$ cat src/rtl/flt2int.sv
// flt2int: converts a half-precision float held in data memory into a 16-bit
// two's-complement integer (truncated toward zero) and writes it back.
//
// A 0->1 transition on start (accepted only when idle or done) reads the two
// float bytes at SRC_ADDR/SRC_ADDR+1 and decodes them. The magnitude is then
// shifted one bit per cycle into place, and the result is written to
// DST_ADDR/DST_ADDR+1.
//
// Ports:
//   clk          rising-edge clock
//   reset        asynchronous active-low reset
//   start        request line, rising edge launches a conversion
//   done         high once the result is written, until the next accepted start
//   mem_addr     data-memory byte address
//   mem_rd_data  combinational read data for mem_addr
//   mem_wr_en    write strobe (memory writes on rising clk)
//   mem_wr_data  write data
module flt2int #(
    parameter logic [7:0] SRC_ADDR = 8'd0,
    parameter logic [7:0] DST_ADDR = 8'd2
) (
    input  logic       clk,
    input  logic       reset,
    input  logic       start,
    output logic       done,
    output logic [7:0] mem_addr,
    input  logic [7:0] mem_rd_data,
    output logic       mem_wr_en,
    output logic [7:0] mem_wr_data
);

    typedef enum logic [2:0] {
        IDLE, RD_LO, RD_HI, DECODE, SHIFT, WR_LO, WR_HI, DONE
    } state_t;

    state_t      state, next_state;
    logic        start_d;
    logic [7:0]  flt_lo, flt_hi;
    logic [15:0] mag;
    logic [4:0]  cnt;
    logic        neg;      // negate the magnitude on write-back
    logic        left;     // shift direction for the SHIFT phase

    logic        start_edge;
    assign start_edge = start & ~start_d;

    // Decode of the captured float into initial magnitude, shift count and
    // direction. Saturation loads the final pattern directly with neg=0 so
    // the write-back path never negates it.
    logic [4:0]  expo;
    logic [15:0] base;
    logic [15:0] dec_mag;
    logic [4:0]  dec_n;
    logic        dec_neg, dec_left;

    assign expo = flt_hi[6:2];
    assign base = {5'b0, 1'b1, flt_hi[1:0], flt_lo};

    always_comb begin
        dec_mag  = 16'h0000;
        dec_n    = 5'd0;
        dec_neg  = 1'b0;
        dec_left = 1'b0;
        if (expo <= 5'd14) begin
            // zero, subnormal or |x| < 1: truncates to 0 (also covers -0)
            dec_mag = 16'h0000;
        end else if (expo <= 5'd24) begin
            dec_mag = base;
            dec_n   = 5'd25 - expo;
            dec_neg = flt_hi[7];
        end else if (expo <= 5'd29) begin
            dec_mag  = base;
            dec_n    = expo - 5'd25;
            dec_neg  = flt_hi[7];
            dec_left = 1'b1;
        end else begin
            dec_mag = flt_hi[7] ? 16'h8000 : 16'h7FFF;
        end
    end

    logic [15:0] result;
    assign result = neg ? (~mag + 16'd1) : mag;

    always_ff @(posedge clk or negedge reset) begin
        if (!reset) state <= IDLE;
        else        state <= next_state;
    end

    always_comb begin
        next_state  = state;
        mem_addr    = SRC_ADDR;
        mem_wr_en   = 1'b0;
        mem_wr_data = 8'h00;
        done        = 1'b0;
        case (state)
            IDLE: begin
                if (start_edge) next_state = RD_LO;
            end
            RD_LO: begin
                mem_addr   = SRC_ADDR;
                next_state = RD_HI;
            end
            RD_HI: begin
                mem_addr   = SRC_ADDR + 8'd1;
                next_state = DECODE;
            end
            DECODE: begin
                next_state = (dec_n != 5'd0) ? SHIFT : WR_LO;
            end
            SHIFT: begin
                // cnt holds the shifts still to do, including this cycle's
                if (cnt <= 5'd1) next_state = WR_LO;
            end
            WR_LO: begin
                mem_wr_en   = 1'b1;
                mem_addr    = DST_ADDR;
                mem_wr_data = result[7:0];
                next_state  = WR_HI;
            end
            WR_HI: begin
                mem_wr_en   = 1'b1;
                mem_addr    = DST_ADDR + 8'd1;
                mem_wr_data = result[15:8];
                next_state  = DONE;
            end
            DONE: begin
                done = 1'b1;
                if (start_edge) next_state = RD_LO;
            end
            default: next_state = IDLE;
        endcase
    end

    always_ff @(posedge clk or negedge reset) begin
        if (!reset) begin
            start_d <= 1'b0;
            flt_lo  <= 8'h00;
            flt_hi  <= 8'h00;
            mag     <= 16'h0000;
            cnt     <= 5'd0;
            neg     <= 1'b0;
            left    <= 1'b0;
        end else begin
            start_d <= start;
            case (state)
                RD_LO: flt_lo <= mem_rd_data;
                RD_HI: flt_hi <= mem_rd_data;
                DECODE: begin
                    mag  <= dec_mag;
                    cnt  <= dec_n;
                    neg  <= dec_neg;
                    left <= dec_left;
                end
                SHIFT: begin
                    mag <= left ? {mag[14:0], 1'b0} : {1'b0, mag[15:1]};
                    cnt <= cnt - 5'd1;
                end
                default: ;
            endcase
        end
    end

endmodule
$ cat config.mk
export PLATFORM = sky130hd
export DESIGN_NAME = flt2int
export DESIGN_NICKNAME = d
export VERILOG_FILES = /design/src/rtl/flt2int.sv
export SDC_FILE = /design/constraint.sdc
export NUM_CORES = 1
export LEC_CHECK = 0
export CAP_MARGIN = 30
export CORE_MARGIN = 2
export CORE_UTILIZATION = 50
export CTS_CLUSTER_SIZE = 20
export DETAILED_ROUTE_END_ITERATION = 12
export GPL_TIMING_DRIVEN = 0
export PLACE_DENSITY_LB_ADDON = 0.15
export SYNTH_ARGS = -nofsm -noshare
export SYNTH_HDL_FRONTEND = slang
export SYNTH_SLANG_ARGS = --single-unit
$ cat constraint.sdc
create_clock -name clk -period 3.6 [get_ports clk]
set_input_delay 0.72 -clock clk [delete_from_list [all_inputs] [get_ports clk]]
set_output_delay 0.72 -clock clk [all_outputs]
set_load 0.02 [all_outputs]
==> impl_metrics.env <==
export IMPL_grt_pass1_wl_mm=10.9
export IMPL_worstPathMaxFanout=6
export IMPL_die_w_um=79.3
export IMPL_grt_use_met3_pct=3.18
export IMPL_synth_edf_count=0
export IMPL_synth_seq_cells=43
export IMPL_met2_usage_pct=36.4
export IMPL_start_kind="register"
export IMPL_antennaDiodeCount=0
export IMPL_hpwl_mm=4.76
export IMPL_crit_required_ns=2.88
export IMPL_crit_type="reg2out"
export IMPL_critPathCaptureType="output pin"
export IMPL_nets=366
export IMPL_synth_top_area_share_pct=38.0
export IMPL_top_usage_layer="met2"
export IMPL_setup_viol_count_final=0
export IMPL_clk_latency_ns=0.29
export IMPL_tritoncts="yes"
export IMPL_syn_to_final_growth_pct=15.2
export IMPL_clk_pin_slew_worst_paths_ns=0.08
export IMPL_crit_start="mag[4]$_DFFE_PN0P_"
export IMPL_syn_avg_cell_area_um2=9.10
export IMPL_gp_congestion=0.891
export IMPL_wl_per_cell_um=15.4
export IMPL_cp_endpoint="mem_wr_data[7]"
export IMPL_crit_chain="nor4_2, nand3_1, o41ai_1, xor2_1, o22ai_1, clkdlybuf4s50_1"
export IMPL_cap_violations=0
export IMPL_placed_area_um2=3180
export IMPL_power_density_nw_per_um2=879
export IMPL_status="finished clean"
export IMPL_antenna_found_initial=0
export IMPL_numPortBuffers=22
export IMPL_gr_total_overflow=0
export IMPL_fin_skew_ns=0.00534
export IMPL_final_cell_mix="dfrtp_1 (43), nand2_1 (35), nor2_1 (30)"
export IMPL_post_cts_resized=0
export IMPL_drc=0
export IMPL_track_usage_pct=22.0
export IMPL_final_common_cell="dfrtp_1"
export IMPL_max_freq_ghz=0.298
export IMPL_crit_family="simple AND/OR/NAND/NOR gates"
export IMPL_clockBufferDepth=2
export IMPL_post_cts_buffers=0
export IMPL_seq_area_frac_synth_pct=38.0
export IMPL_slew_headroom_pct=47.9
export IMPL_use_met1_pct=30.6
export IMPL_ff2ff_setup_slack_ns=1.18
export IMPL_drive_above_1_share_pct=15.0
export IMPL_fillers=526
export IMPL_ir_worst_vdd_mv=0.416
export IMPL_core_um2=5470
export IMPL_arrival_ns=2.63
export IMPL_ctsRootBufferMaster="clkbuf_8"
export IMPL_setup_tns_ns=0
export IMPL_dieArea_um2=6280
export IMPL_first_global_vias=2246
export IMPL_ys_types=46
export IMPL_synth_flop_cell="dfrtp_1"
export IMPL_r2r_end="mag[6]$_DFFE_PN0P_"
export IMPL_report_final_slew_viol_count=0
export IMPL_grt_max_degree=40
export IMPL_min_period_ns=3.35
export IMPL_row_count=27
export IMPL_cts_buffers=5
export IMPL_hold_path_class="in2async"
export IMPL_synth_cells=311
export IMPL_critPathMaxStageDelay_ns=0.63
export IMPL_drt_total_wl_mm=6.46
export IMPL_cts_sinks=43
export IMPL_timing_final_crit_share_pct=93.1
export IMPL_rsz0062_at_grt="false"
export IMPL_yosys_warnings=0
export IMPL_vias=2363
export IMPL_synth_area_um2=2830
export IMPL_ys_async_sr_fraction_pct=100
export IMPL_drtIter0Drc=147
export IMPL_fp_dieH_um=79.3
export IMPL_ant_nets=0
export IMPL_crit_slowest_cell="clkdlybuf4s50_1"
export IMPL_design_area_um2=3260
export IMPL_yosysTopAreaCell="dfrtp_1"
export IMPL_start_util_pct=51.7
export IMPL_dr_pass1_iters=4
export IMPL_p_leak_nw=1.33
export IMPL_io_pins=29
export IMPL_ctsHtreeMaxLevel=2
export IMPL_via_per_inst=5.64
export IMPL_tightest_slew_ns=0.779
export IMPL_hold_buffers=0
export IMPL_post_route_util_pct=59.6
export IMPL_cp_depth=6
export IMPL_ff2ff_path_depth=8
export IMPL_cp_buffers_inverters=1
export IMPL_synth_area_top_cells="dfrtp_1 (38%), mux2_2 (6.4%), nand2_1 (4.6%)"
export IMPL_r2r_start="flt_hi[4]$_DFFE_PN0P_"
export IMPL_hold_viol=0
==> power breakdown <==
group	switching [mW]	leakage, nW	total (mW)	internal, mW
registers	0.180	0.533	0.868	0.688
logic	0.954	0.751	1.69	0.740
clock network	0.169	0.0412	0.305	0.136
total	1.30	1.33	2.87	1.56
==> cells by family (layout without fill, tap and decap cells) <==
| logic type | count (synthesis) | after routing | share of synthesized area [%] |
|---|---|---|---|
| DFF | 43 | 43 | 38.0 |
| and+or+nand+nor | 93 | 93 | 14.9 |
| adders and majority gates | 9 | 9 | 3.98 |
| muxes | 28 | 28 | 10.6 |
| other | 1 | 6 | 0.132 |
| xor gates and xnor gates | 18 | 18 | 5.57 |
| buffers and inverters | 37 | 68 | 6.45 |
| AOI/OAI and AO/OA | 82 | 82 | 20.4 |
==> how the worst min path moves through the flow <==
stage                            endpoint  slack, ns  cells after the start
finish                 cnt[1]$_DFFE_PN0P_       0.25                      1
floorplan              cnt[0]$_DFFE_PN0P_       0.42                      0
global route           cnt[4]$_DFFE_PN0P_       0.24                      1
CTS                    cnt[1]$_DFFE_PN0P_       0.24                      1
global placement    flt_lo[0]$_DFFE_PN0N_       0.49                      1
detailed placement  flt_hi[0]$_DFFE_PN0P_       0.50                      1
==> cell usage after synthesis, types with 5 or more instances <==
master / count
a21oi_1: 12
buf_2: 11
buf_4: 8
dfrtp_1: 43
ha_1: 9
inv_1: 10
mux2_2: 16
mux2i_1: 12
nand2_1: 35
nand3_1: 5
nor2_1: 30
nor2b_1: 5
o21ai_0: 20
o221ai_1: 10
o22ai_1: 11
xnor2_1: 6
xor2_1: 12
==> area by class of cell <==
cell class / count / area [um^2] / share of cell area (%)
buffer: 27 / 145 / 4.45
clock buffer: 6 / 72.6 / 2.23
clock inverter: 2 / 12.5 / 0.384
inverter: 10 / 37.5 / 1.15
multi-input combinational: 236 / 1590 / 48.8
sequential: 43 / 1080 / 33.0
tap: 72 / 90.1 / 2.76
timing repair buffer: 23 / 235 / 7.21
==> layer usage <==
metal | wire length [um] | vias up
met3 | 214 | 6
met4 | 59 | 0
met1 | 3190 | 1137
met2 | 3000 | 50
li1 | - | 1170
met5 | 0 | -
==> through the flow <==
stage / hold slack [ns] / setup slack (ns) / total power [mW] / std cells
2_1_floorplan: 0.424 / 1.15 / 2.10 / 316
3_3_place_gp: 0.490 / 0.590 / 2.53 / 410
3_5_place_dp: 0.496 / 0.589 / 2.56 / 411
4_1_cts: 0.244 / 0.239 / 2.87 / 419
5_1_grt: 0.236 / 0.0592 / 3.12 / 419
6_report: 0.247 / 0.247 / 2.87 / 419
==> registers in the layout, summed over array words and instances (netlist names) <==
signal / count
cnt: 5
flt_hi: 8
flt_lo: 8
left: 1
mag: 16
neg: 1
start_d: 1
state: 3
Note: power is estimated with default switching activity, not from simulation.
